[src/rtl/pc_sequencer_pkg.sv]
// Shared types and constants for the next-PC sequencer: FSM states, PC select
// encoding, default vectors and the misaligned-target predicate.
package pc_seq_pkg;

    typedef enum logic [1:0] {
        ST_BOOT = 2'd0,
        ST_RUN  = 2'd1,
        ST_TRAP = 2'd2,
        ST_HALT = 2'd3
    } state_e;

    typedef enum logic [2:0] {
        SEL_RESET  = 3'd0,
        SEL_HOLD   = 3'd1,
        SEL_SEQ    = 3'd2,
        SEL_JUMP   = 3'd3,
        SEL_BRANCH = 3'd4,
        SEL_TRAP   = 3'd5
    } pc_sel_e;

    localparam logic [31:0] PC_INC                  = 32'd4;
    localparam logic [31:0] DEFAULT_RESET_VECTOR    = 32'h0000_0000;
    localparam logic [31:0] DEFAULT_TRAP_VECTOR     = 32'h0000_0100;
    localparam logic [31:0] MCAUSE_IADDR_MISALIGNED = 32'd0;

    // Jump targets have bit 0 cleared before the check, so only bit 1 matters there.
    function automatic logic target_misaligned(input logic        branch_taken,
                                               input logic [31:0] branch_target,
                                               input logic        jump,
                                               input logic [31:0] jump_target);
        return (branch_taken && (branch_target[1:0] != 2'b00)) || (jump && jump_target[1]);
    endfunction

endpackage

[src/rtl/pc_sequencer_if.sv]
// Decode/branch-side bundle of the next-PC sequencer; clk and rst stay outside.
interface pc_sequencer_if;
    logic [31:0] pc_in;
    logic        imem_ready;
    logic        stall;
    logic        branch_taken;
    logic [31:0] branch_target;
    logic        jump;
    logic [31:0] jump_target;
    logic        halt_req;
    logic        resume;
    logic [31:0] pc_next;
    logic        retire;
    logic [31:0] instret;
    logic [31:0] mepc;
    logic        trap_pending;
    logic        halted;

    modport master (
        output pc_in, imem_ready, stall, branch_taken, branch_target,
               jump, jump_target, halt_req, resume,
        input  pc_next, retire, instret, mepc, trap_pending, halted
    );

    modport slave (
        input  pc_in, imem_ready, stall, branch_taken, branch_target,
               jump, jump_target, halt_req, resume,
        output pc_next, retire, instret, mepc, trap_pending, halted
    );
endinterface

[src/rtl/pc_sequencer_next_pc_mux.sv]
// Combinational next-PC selector driven by the already priority-encoded select.
module next_pc_mux
    import pc_seq_pkg::*;
#(
    parameter logic [31:0] RESET_VECTOR = DEFAULT_RESET_VECTOR,
    parameter logic [31:0] TRAP_VECTOR  = DEFAULT_TRAP_VECTOR
) (
    input  pc_sel_e     sel_i,
    input  logic [31:0] pc_in_i,
    input  logic [31:0] branch_target_i,
    input  logic [31:0] jump_target_i,
    output logic [31:0] pc_next_o
);

    // Select the next PC source.
    always_comb begin
        pc_next_o = pc_in_i;
        case (sel_i)
            SEL_RESET:  pc_next_o = RESET_VECTOR;
            SEL_HOLD:   pc_next_o = pc_in_i;
            SEL_SEQ:    pc_next_o = pc_in_i + PC_INC;
            SEL_JUMP:   pc_next_o = jump_target_i & ~32'd1;
            SEL_BRANCH: pc_next_o = branch_target_i;
            SEL_TRAP:   pc_next_o = TRAP_VECTOR;
            default:    pc_next_o = pc_in_i;
        endcase
    end

endmodule

[src/rtl/pc_sequencer.sv]
// Next-PC controller: boot/run/trap/halt FSM, retired-instruction counter and
// faulting-PC capture around a combinational next-PC mux.
module pc_sequencer
    import pc_seq_pkg::*;
#(
    parameter logic [31:0] RESET_VECTOR = DEFAULT_RESET_VECTOR,
    parameter logic [31:0] TRAP_VECTOR  = DEFAULT_TRAP_VECTOR
) (
    input  logic           clk,
    input  logic           rst,
    pc_sequencer_if.slave  bus
);

    state_e      state_q, state_d;
    logic [31:0] instret_q, instret_d;
    logic [31:0] mepc_q, mepc_d;
    pc_sel_e     sel_s;
    logic        retire_s;
    logic        misaligned_s;

    assign misaligned_s = target_misaligned(bus.branch_taken, bus.branch_target,
                                            bus.jump, bus.jump_target);

    // Next-state, PC select and retire decision.
    always_comb begin
        state_d  = state_q;
        mepc_d   = mepc_q;
        sel_s    = SEL_HOLD;
        retire_s = 1'b0;
        case (state_q)
            ST_BOOT: begin
                sel_s   = SEL_RESET;
                state_d = ST_RUN;
            end
            ST_RUN: begin
                if (!bus.imem_ready || bus.stall) begin
                    sel_s = SEL_HOLD;
                end else if (misaligned_s) begin
                    sel_s   = SEL_HOLD;
                    mepc_d  = bus.pc_in;
                    state_d = ST_TRAP;
                end else if (bus.halt_req) begin
                    sel_s    = SEL_HOLD;
                    retire_s = 1'b1;
                    state_d  = ST_HALT;
                end else if (bus.jump) begin
                    sel_s    = SEL_JUMP;
                    retire_s = 1'b1;
                end else if (bus.branch_taken) begin
                    sel_s    = SEL_BRANCH;
                    retire_s = 1'b1;
                end else begin
                    sel_s    = SEL_SEQ;
                    retire_s = 1'b1;
                end
            end
            ST_TRAP: begin
                sel_s   = SEL_TRAP;
                state_d = ST_RUN;
            end
            ST_HALT: begin
                if (bus.resume) begin
                    sel_s   = SEL_SEQ;
                    state_d = ST_RUN;
                end else begin
                    sel_s = SEL_HOLD;
                end
            end
            default: begin
                sel_s   = SEL_RESET;
                state_d = ST_BOOT;
            end
        endcase
    end

    assign instret_d = instret_q + {31'd0, retire_s};

    // State, retire counter and faulting-PC registers.
    always_ff @(posedge clk or posedge rst) begin
        if (rst) begin
            state_q   <= ST_BOOT;
            instret_q <= 32'd0;
            mepc_q    <= 32'd0;
        end else begin
            state_q   <= state_d;
            instret_q <= instret_d;
            mepc_q    <= mepc_d;
        end
    end

    next_pc_mux #(
        .RESET_VECTOR (RESET_VECTOR),
        .TRAP_VECTOR  (TRAP_VECTOR)
    ) u_mux (
        .sel_i           (sel_s),
        .pc_in_i         (bus.pc_in),
        .branch_target_i (bus.branch_target),
        .jump_target_i   (bus.jump_target),
        .pc_next_o       (bus.pc_next)
    );

    assign bus.retire       = retire_s;
    assign bus.instret      = instret_q;
    assign bus.mepc         = mepc_q;
    assign bus.trap_pending = (state_q == ST_TRAP);
    assign bus.halted       = (state_q == ST_HALT);

endmodule

[src/flat_wrapper.sv]
// flat-port wrapper written by rule: the top's interface ports become plain ports
module pc_sequencer_flat import pc_seq_pkg::*;
#(
    parameter logic [31:0] RESET_VECTOR = DEFAULT_RESET_VECTOR,
    parameter logic [31:0] TRAP_VECTOR  = DEFAULT_TRAP_VECTOR
)
  (clk, rst, bus_pc_in, bus_imem_ready, bus_stall, bus_branch_taken, bus_branch_target, bus_jump, bus_jump_target, bus_halt_req, bus_resume, bus_pc_next, bus_retire, bus_instret, bus_mepc, bus_trap_pending, bus_halted);
  pc_sequencer_if bus_i ();
  input  logic clk;
  input  logic rst;
  input wire logic [$bits(bus_i.pc_in)-1:0] bus_pc_in;
  input wire logic [$bits(bus_i.imem_ready)-1:0] bus_imem_ready;
  input wire logic [$bits(bus_i.stall)-1:0] bus_stall;
  input wire logic [$bits(bus_i.branch_taken)-1:0] bus_branch_taken;
  input wire logic [$bits(bus_i.branch_target)-1:0] bus_branch_target;
  input wire logic [$bits(bus_i.jump)-1:0] bus_jump;
  input wire logic [$bits(bus_i.jump_target)-1:0] bus_jump_target;
  input wire logic [$bits(bus_i.halt_req)-1:0] bus_halt_req;
  input wire logic [$bits(bus_i.resume)-1:0] bus_resume;
  output wire logic [$bits(bus_i.pc_next)-1:0] bus_pc_next;
  output wire logic [$bits(bus_i.retire)-1:0] bus_retire;
  output wire logic [$bits(bus_i.instret)-1:0] bus_instret;
  output wire logic [$bits(bus_i.mepc)-1:0] bus_mepc;
  output wire logic [$bits(bus_i.trap_pending)-1:0] bus_trap_pending;
  output wire logic [$bits(bus_i.halted)-1:0] bus_halted;
  assign bus_i.pc_in = bus_pc_in;
  assign bus_i.imem_ready = bus_imem_ready;
  assign bus_i.stall = bus_stall;
  assign bus_i.branch_taken = bus_branch_taken;
  assign bus_i.branch_target = bus_branch_target;
  assign bus_i.jump = bus_jump;
  assign bus_i.jump_target = bus_jump_target;
  assign bus_i.halt_req = bus_halt_req;
  assign bus_i.resume = bus_resume;
  assign bus_pc_next = bus_i.pc_next;
  assign bus_retire = bus_i.retire;
  assign bus_instret = bus_i.instret;
  assign bus_mepc = bus_i.mepc;
  assign bus_trap_pending = bus_i.trap_pending;
  assign bus_halted = bus_i.halted;
  pc_sequencer #(.RESET_VECTOR(RESET_VECTOR), .TRAP_VECTOR(TRAP_VECTOR)) u_core (.clk(clk), .rst(rst), .bus(bus_i));
endmodule
[config.mk]
export PLATFORM = sky130hd
export DESIGN_NAME = pc_sequencer_flat
export DESIGN_NICKNAME = d
export VERILOG_FILES = /design/src/rtl/pc_sequencer_pkg.sv /design/src/rtl/pc_sequencer_if.sv /design/src/rtl/pc_sequencer_next_pc_mux.sv /design/src/rtl/pc_sequencer.sv /design/src/flat_wrapper.sv
export SDC_FILE = /design/constraint.sdc
export NUM_CORES = 1
export LEC_CHECK = 0
export ABC_AREA = 1
export CAP_MARGIN = 5
export CORE_MARGIN = 2
export CORE_UTILIZATION = 44
export DETAILED_ROUTE_END_ITERATION = 7
export PLACE_DENSITY = 0.93
export SLEW_MARGIN = 20
export SYNTH_ARGS = -nofsm -noshare
export SYNTH_HDL_FRONTEND = slang
export SYNTH_SLANG_ARGS = --single-unit
export TNS_END_PERCENT = 1
[constraint.sdc]
create_clock -name clk -period 2.75 [get_ports clk]
set_input_delay 0.55 -clock clk [delete_from_list [all_inputs] [get_ports clk]]
set_output_delay 0.55 -clock clk [all_outputs]
set_load 0.005 [all_outputs]
==> results.sh, run 1 <==
export IMPL_critPathBufInv=2
export IMPL_dp_hpwl_um=14100
export IMPL_cts_sinks=66
export IMPL_multiInputGateArea_um2=2980
export IMPL_synthXorXnorAreaFrac_pct=6.75
export IMPL_layout_worst_path_cycle_share_pct=109
export IMPL_hold_depth=2
export IMPL_finClkSkew_ns=0.0165
export IMPL_via_per_inst=5.80
export IMPL_fp_dieH_um=108
export IMPL_diodes=0
export IMPL_num_io_pins=203
export IMPL_power_density_nw_per_um2=427
export IMPL_fillers=695
export IMPL_reg2reg_depth=14
export IMPL_cp_common_cell="nand2_1"
export IMPL_placed_cells=1127
export IMPL_holdWs_ns=0.488
export IMPL_synthesis_nets=824
export IMPL_leakage_nw=3.96
export IMPL_instances_no_fill=1155
export IMPL_clk_pin_slew_ns=0.08
export IMPL_fin_setup_tns_ns=-1.59
export IMPL_clock_path_buffers=2
export IMPL_peakVddDrop_mv=0.208
export IMPL_synth_fa_ha_area_share_pct=0.782
export IMPL_synth_area_mux_share_pct=0.938
export IMPL_rows=38
export IMPL_cts_buffers=9
export IMPL_fin_ws_ns=-0.236
export IMPL_ys_ff_latch=66
export IMPL_final_nets=1117
export IMPL_htreeDepth=3
export IMPL_grt_pass1_wl_um=30900
export IMPL_cp_max_fo=5
export IMPL_layout_drive_gt1_share_pct=22.8
export IMPL_drt_iter0_markers=961
export IMPL_cp_arrival_ns=2.44
export IMPL_finalCriticalPeriod_ns=2.99
export IMPL_die_w_um=108
export IMPL_syn_inst=717
export IMPL_grt_total_usage_pct=33.8
export IMPL_crit_cells=12
export IMPL_utilization_pct=76.5
export IMPL_ys_seq_area_share_pct=34.4
export IMPL_area_growth_syn_to_layout_pct=71.2
export IMPL_fmax_mhz=335
export IMPL_maxSlewViolCount=0
export IMPL_finalSetupViolCount=19
export IMPL_crit_slowest_cell="dlygate4sd2_1"
export IMPL_regArea_um2=1650
export IMPL_wl_per_cell_um=18.4
export IMPL_synthSimpleGateAreaFrac_pct=43.1
export IMPL_port_buffers=201
export IMPL_max_cap_violations=0
export IMPL_hold_path_class="reg -> reg"
export IMPL_path_class="in -> out"
export IMPL_status="finished, violations left"
export IMPL_cp_required_ns=2.20
export IMPL_dieArea_um2=11800
export IMPL_worst_path_dominant_cell_family="simple AND/OR/NAND/NOR gates"
export IMPL_finalHoldViolCount=0
export IMPL_via_count=6694
export IMPL_drtAntennaViolNets=0
export IMPL_violations="DRC, setup timing"
export IMPL_grt_antenna_before_repair=0
export IMPL_synth_top_family_by_area="simple AND/OR/NAND/NOR gates"
export IMPL_drc=13
export IMPL_gp_congestion=1.03
export IMPL_start_util_pct=44.7
export IMPL_worst_pin_slew_ns=0.481
export IMPL_syn_area_um2=4800
export IMPL_clk_latency_ns=0.35
export IMPL_firstDrtPassIters=8
export IMPL_tritoncts="done"
export IMPL_grt_max_degree=57
export IMPL_synth_cell_types=32
export IMPL_max_stage_delay_ns=0.33
export IMPL_max_slew_margin_pct=67.9
export IMPL_dpl_cell_area_um2=7620
export IMPL_grt_pass1_vias=6333
export IMPL_design_area_um2=8220
export IMPL_grt_overflow=0
export IMPL_crit_path_end_kind="output pin"
export IMPL_cts_root_buf="clkbuf_8"
export IMPL_wirelength_um=21200
export IMPL_cp_start_kind="input pin"
export IMPL_yosys_warnings=0
export IMPL_coreArea_um2=10700
export IMPL_syn_area_per_cell_um2=6.69
export IMPL_synth_compound_area_share_pct=5.01
export IMPL_hold_buffers=0
export IMPL_cp_cell_sequence="dlygate4sd2_1, nand2_1, nor2_1, nand2_2, nor2_4, nand2_1, nand2_1, nand2_1, nor2_1, nor2_1, nand3_1, clkdlybuf4s15_2"
export IMPL_rsz0062_at_grt="true"
## placed cells by master (no fill, tap or decap), drive strengths merged
| master | netlist | final |
|---|---|---|
| and2 | 1 | 1 |
| inv | 82 | 86 |
| nor3 | 17 | 17 |
| ha | 3 | 3 |
| dlygate4sd2 | 0 | 10 |
| or2 | 1 | 1 |
| xor2 | 25 | 25 |
| dlymetal6s2s | 0 | 18 |
| dfrtp | 66 | 66 |
| nor2 | 97 | 97 |
| clkinvlp | 0 | 3 |
| clkdlybuf4s50 | 0 | 139 |
| nand2 | 200 | 200 |
| xnor2 | 12 | 12 |
| nand3 | 97 | 97 |
| buf | 17 | 116 |
| clkdlybuf4s15 | 0 | 18 |
| nand4 | 41 | 41 |
| o2bb2ai | 1 | 1 |
| clkbuf | 5 | 12 |
| nor4b | 1 | 1 |
| mux2 | 4 | 4 |
| nor4 | 3 | 3 |
| a21oi | 5 | 5 |
| o21ai | 39 | 39 |
## power breakdown
part	internal, mW	leakage (nW)	switching, mW
combinational	0.804	3.04	0.672
clock	0.342	0.0848	0.433
sequential	1.14	0.836	0.121
total	2.28	3.96	1.23
## registers in the layout, indices dropped and copies added, names as in the netlist
register and count:
u_core.bus.mepc 32, u_core.bus.instret 32, u_core.state_q 2
## cell type report
class	count	share of cell area (%)
clock buffer	9	1.51
clock inverter	7	0.731
inverter	82	3.75
multi-input combinational	547	36.3
sequential	66	20.1
tap	140	2.13
timing repair buffer	304	35.5
## cells by family (layout without fill, tap and decap cells)
logic type,after synthesis,in the layout
AOI/OAI and AO/OA,45,45
xor gates and xnor gates,37,37
adders and majority gates,3,3
buffers and inverters,104,402
DFF,66,66
muxes,4,4
and+or+nand+nor,458,458
## cell usage after synthesis, drive strengths merged
cell type | n | area (um^2)
nand4 | 41 | 263
a21oi | 5 | 32.5
or2 | 1 | 6.26
o21ai | 39 | 199
nor4b | 1 | 8.76
xor2 | 25 | 219
dfrtp | 66 | 1650
mux2 | 4 | 45.0
buf | 17 | 108
nand3 | 97 | 485
clkbuf | 5 | 18.8
nor3 | 17 | 106
and2 | 1 | 6.26
o2bb2ai | 1 | 8.76
ha | 3 | 37.5
xnor2 | 12 | 105
nand2 | 200 | 773
nor2 | 97 | 399
nor4 | 3 | 18.8
inv | 82 | 308
## worst paths after layout
check	from	to	slack (ns)
worst max-delay path	bus_pc_in[8]	bus_pc_next[19]	-0.24
worst min register to register	u_core.bus.mepc[1]	u_core.bus.mepc[1]	0.49
worst max register to register	u_core.state_q[1]	u_core.bus.instret[20]	0.31
worst min-delay path	u_core.bus.mepc[1]	u_core.bus.mepc[1]	0.49
max in group asynchronous	rst	u_core.state_q[0]	1.60
min in group asynchronous	rst	u_core.bus.mepc[22]	0.55
## per-layer routing
metal  up-vias  global-route usage, %  wire (um)
met4         0                   18.6       1520
met2       603                   57.8      10000
met5         -                      0          0
met3       177                   8.98       2500
met1      2995                   38.2       7230
li1       2919                      -          -
## stage by stage
stage | worst slack [ns] | total power, mW
CTS | -0.0732 | 3.44
finish | -0.236 | 3.51
global route | -0.231 | 3.67
floorplan | 0.445 | 1.70
global placement | -0.503 | 2.59
detailed placement | -0.590 | 2.63
## worst reg2reg max path, stage by stage (launching register included)
cell and delay [ns]:
dfrtp_1 0.44, inv_2 0.12, nand2_2 0.16, nor2_4 0.16, inv_2 0.05, nor2_4 0.11, ha_1 0.18, ha_1 0.18
nand3_1 0.13, inv_1 0.13, nand4_2 0.12, nor2_4 0.16, nand2_1 0.13, nor2_1 0.15, xor2_1 0.15
## repair_timing
item / 4_1_cts / 5_1_grt
gates cloned: 2 / 0
pin swaps: 13 / 9
buffers inserted: 7 / 3
endpoints found under the setup margin: 33 / 40
gates resized for setup: 160 / 65
Power figures use the tool's default switching activity.
==> run 2: changes to the inputs <==
--- a/config.mk
+++ b/config.mk
@@ -7,12 +7,13 @@
 export LEC_CHECK = 0
 export ABC_AREA = 1
 export CAP_MARGIN = 5
-export CORE_MARGIN = 2
+export CORE_MARGIN = 1.5
 export CORE_UTILIZATION = 44
 export DETAILED_ROUTE_END_ITERATION = 7
 export PLACE_DENSITY = 0.93
 export SLEW_MARGIN = 20
 export SYNTH_ARGS = -nofsm -noshare
 export SYNTH_HDL_FRONTEND = slang
+export SYNTH_HIERARCHICAL = 1
 export SYNTH_SLANG_ARGS = --single-unit
 export TNS_END_PERCENT = 1
==> run 2 against run 1 <==
Against the previous run: the flow finishes with violations (setup timing); count of clock-buffer cells in the layout grew 3; sequential cell count did not move; cell count up 6.8%; synthesized cell count is 6.3% higher; setup slack worse by 0.11 ns.
==> results.sh, run 2 <==
export IMPL_status="finished, violations left"
export IMPL_violations="setup timing"
export IMPL_layout_drive_gt1_share_pct=27.3
export IMPL_syn_area_um2=4950
export IMPL_rows=38
export IMPL_via_per_inst=5.75
export IMPL_multiInputGateArea_um2=3200
export IMPL_finalCriticalPeriod_ns=3.10
export IMPL_worst_pin_slew_ns=0.590
export IMPL_grt_max_degree=36
export IMPL_finClkSkew_ns=0.00676
export IMPL_hold_depth=2
export IMPL_ys_ff_latch=66
export IMPL_start_util_pct=45.4
export IMPL_fmax_mhz=323
export IMPL_grt_antenna_before_repair=0
export IMPL_via_count=7094
export IMPL_clk_pin_slew_ns=0.07
export IMPL_crit_slowest_cell="clkdlybuf4s50_1"
export IMPL_finalHoldViolCount=0
export IMPL_layout_common_cells="nand2_1 (304), clkdlybuf4s50_1 (153), buf_4 (105)"
export IMPL_fin_ws_ns=-0.345
export IMPL_cts_sinks=66
export IMPL_final_common_cell="nand2_1"
export IMPL_max_cap_violations=0
export IMPL_grt_pass1_vias=6607
export IMPL_cts_buffers=9
export IMPL_drt_iter0_markers=789
export IMPL_syn_inst=762
export IMPL_worstReg2RegEnd="u_core/bus.instret[20]"
export IMPL_hold_path_class="reg -> reg"
export IMPL_cp_max_fo=7
export IMPL_grt_total_usage_pct=33.4
export IMPL_die_w_um=109
export IMPL_power_density_nw_per_um2=432
export IMPL_rsz0062_at_grt="true"
export IMPL_diodes=0
export IMPL_peakVddDrop_mv=0.460
export IMPL_coreArea_um2=10900
export IMPL_dieArea_um2=11900
export IMPL_clock_path_buffers=2
export IMPL_grt_pass1_wl_um=30800
export IMPL_regArea_um2=1650
export IMPL_cp_required_ns=2.20
export IMPL_r2r_slack_ns=0.40
export IMPL_layout_worst_path_cycle_share_pct=113
export IMPL_leakage_nw=4.04
export IMPL_cts_root_buf="clkbuf_8"
export IMPL_async_flop_share_pct=100
export IMPL_drc=0
export IMPL_r2r_start="u_core/state_q[1]"
export IMPL_synth_edf_count=0
export IMPL_synthTopCellsByArea="dfrtp_1 (33%), nand2_1 (25%), nand3_1 (8.3%)"
export IMPL_gp_congestion=1.03
export IMPL_dp_hpwl_um=14100
export IMPL_wl_per_cell_um=17.7
export IMPL_tritoncts="done"
export IMPL_max_stage_delay_ns=0.67
export IMPL_ys_seq_area_share_pct=33.4
export IMPL_hold_buffers=0
export IMPL_htreeDepth=3
export IMPL_synthTopCellsByCount="nand2_1 (323), nand3_1 (82), nor2_1 (74), dfrtp_1 (66), inv_1 (54)"
export IMPL_port_buffers=201
export IMPL_synthesis_nets=870
export IMPL_finalSetupViolCount=32
export IMPL_holdWs_ns=0.474
export IMPL_cp_common_cell="nand2_1"
export IMPL_syn_area_per_cell_um2=6.49
export IMPL_drtAntennaViolNets=0
export IMPL_firstDrtPassIters=6
export IMPL_cp_arrival_ns=2.55
export IMPL_path_class="in -> out"
export IMPL_crit_path_end_kind="output pin"
export IMPL_synth_area_leader_cell="dfrtp_1"
export IMPL_worst_path_dominant_cell_family="simple AND/OR/NAND/NOR gates"
export IMPL_min_from="u_core/bus.mepc[2]"
export IMPL_critPathBufInv=2
export IMPL_yosys_warnings=6
export IMPL_cp_start_kind="input pin"
export IMPL_yosysMostFrequentCell="nand2_1"
export IMPL_maxSlewViolCount=0
export IMPL_fillers=643
export IMPL_reg2reg_depth=15
export IMPL_max_slew_margin_pct=60.5
export IMPL_wirelength_um=21800
export IMPL_cp_cell_sequence="clkdlybuf4s50_1, nand2_1, nor2_1, nand2_1, nor2_1, nand2_1, nand2_1, nand3_1, a21oi_2, buf_2"
export IMPL_final_nets=1197
export IMPL_num_io_pins=203
export IMPL_grt_overflow=0
export IMPL_area_growth_syn_to_layout_pct=72.7
export IMPL_fp_dieH_um=109
export IMPL_ys_flop_type="dfrtp_1"
export IMPL_p_total_mw=3.69
export IMPL_post_synth_top_area_fraction_pct=33.4
export IMPL_min_to="u_core/bus.mepc[2]"
export IMPL_synth_cell_types=33
export IMPL_clk_latency_ns=0.34
run 2: cell count changes after synthesis, moves of 7 or more:
cell,change
a21oi_1,+9
inv_1,-25
nand2_1,+130
nand3_1,-15
nand3b_1,+8
nand4_1,-18
nor2_1,-13
nor2_2,+7
nor2_4,+13
nor3_1,-11
o21ai_0,-32
xnor2_1,-7
xor2_1,-16
run 2: how the worst max path moves through the flow:
| stage | start | to | slack [ns] | depth (start not counted) |
|---|---|---|---|---|
| 6_report | bus_pc_in[27] | bus_pc_next[29] | -0.35 | 10 |
| 5_1_grt | bus_pc_in[27] | bus_pc_next[29] | -0.38 | 10 |
| 4_1_cts | u_core/state_q[1] | bus_pc_next[15] | -0.15 | 14 |
| 3_5_place_dp | bus_branch_target[1] | bus_pc_next[27] | -0.77 | 14 |
| 3_3_place_gp | bus_branch_target[1] | bus_pc_next[27] | -0.72 | 15 |
| 2_1_floorplan | bus_branch_taken | bus_pc_next[27] | 0.27 | 11 |
run 2: where the power goes:
group	internal (mW)	leakage (nW)	switching, mW	total, mW
clock	0.561	0.117	0.363	0.923
sequential	1.13	0.863	0.119	1.25
combinational	0.821	3.07	0.700	1.52
total	2.51	4.04	1.18	3.69
run 2: logic make-up (layout without fill, tap and decap cells):
kind of cell | count (synthesis) | in the layout | share of synthesized area (%)
XOR/XNOR | 15 | 15 | 2.81
buffers and inverters | 79 | 411 | 6.88
AO/OA/AOI/OAI | 28 | 28 | 3.47
AND/OR/NAND/NOR | 570 | 570 | 52.4
adder cells (fa/ha/maj) | 4 | 4 | 1.01
flip-flops | 66 | 66 | 33.4
run 2: area by class of cell:
type                    count  area share, %
inverters                  59           2.74
clock inverters             4          0.864
repair buffers            336           35.7
flip-flops and latches     66           19.4
multi-input cells         617           37.5
clock buffers              12           1.82
well taps                 140           2.05
run 2: worst reg2reg max path: stages (launching register included):
cell,delay [ns]
dfrtp_1,0.43
inv_2,0.11
nand2_4,0.06
buf_4,0.13
buf_4,0.14
nor3_1,0.18
buf_4,0.15
ha_1,0.13
ha_1,0.17
inv_1,0.07
nor2_2,0.17
nand2_2,0.15
nor2_2,0.18
nand2_1,0.07
nand2_1,0.06
nand2_1,0.05
run 2: layer usage:
layer	global-route usage, %	part of all wire, %	up-vias
li1	-	-	3074
met1	36.3	33	3207
met2	57.7	48	620
met3	6.16	10	193
met4	25.0	8.6	0
met5	0	0	-
run 2: what timing repair did:
item	in CTS	in global routing
pin swaps	31	34
hold endpoints to repair	0	0
buffers inserted	23	10
cloned	2	0
gates resized for setup	182	66
endpoints found under the setup margin	33	32
run 2: stage by stage:
stage	worst slack, ns	cell area (um^2)	utilization, %	cells	TNS (ns)
after floorplan	0.269	4950	-	762	0
after global placement	-0.724	7800	71.7	1183	-21.32
after detailed placement	-0.775	7800	71.7	1183	-24.13
after CTS	-0.147	8340	76.6	1224	-1.51
after global routing	-0.375	8540	78.4	1234	-7.55
final	-0.345	8540	78.4	1234	-5.49
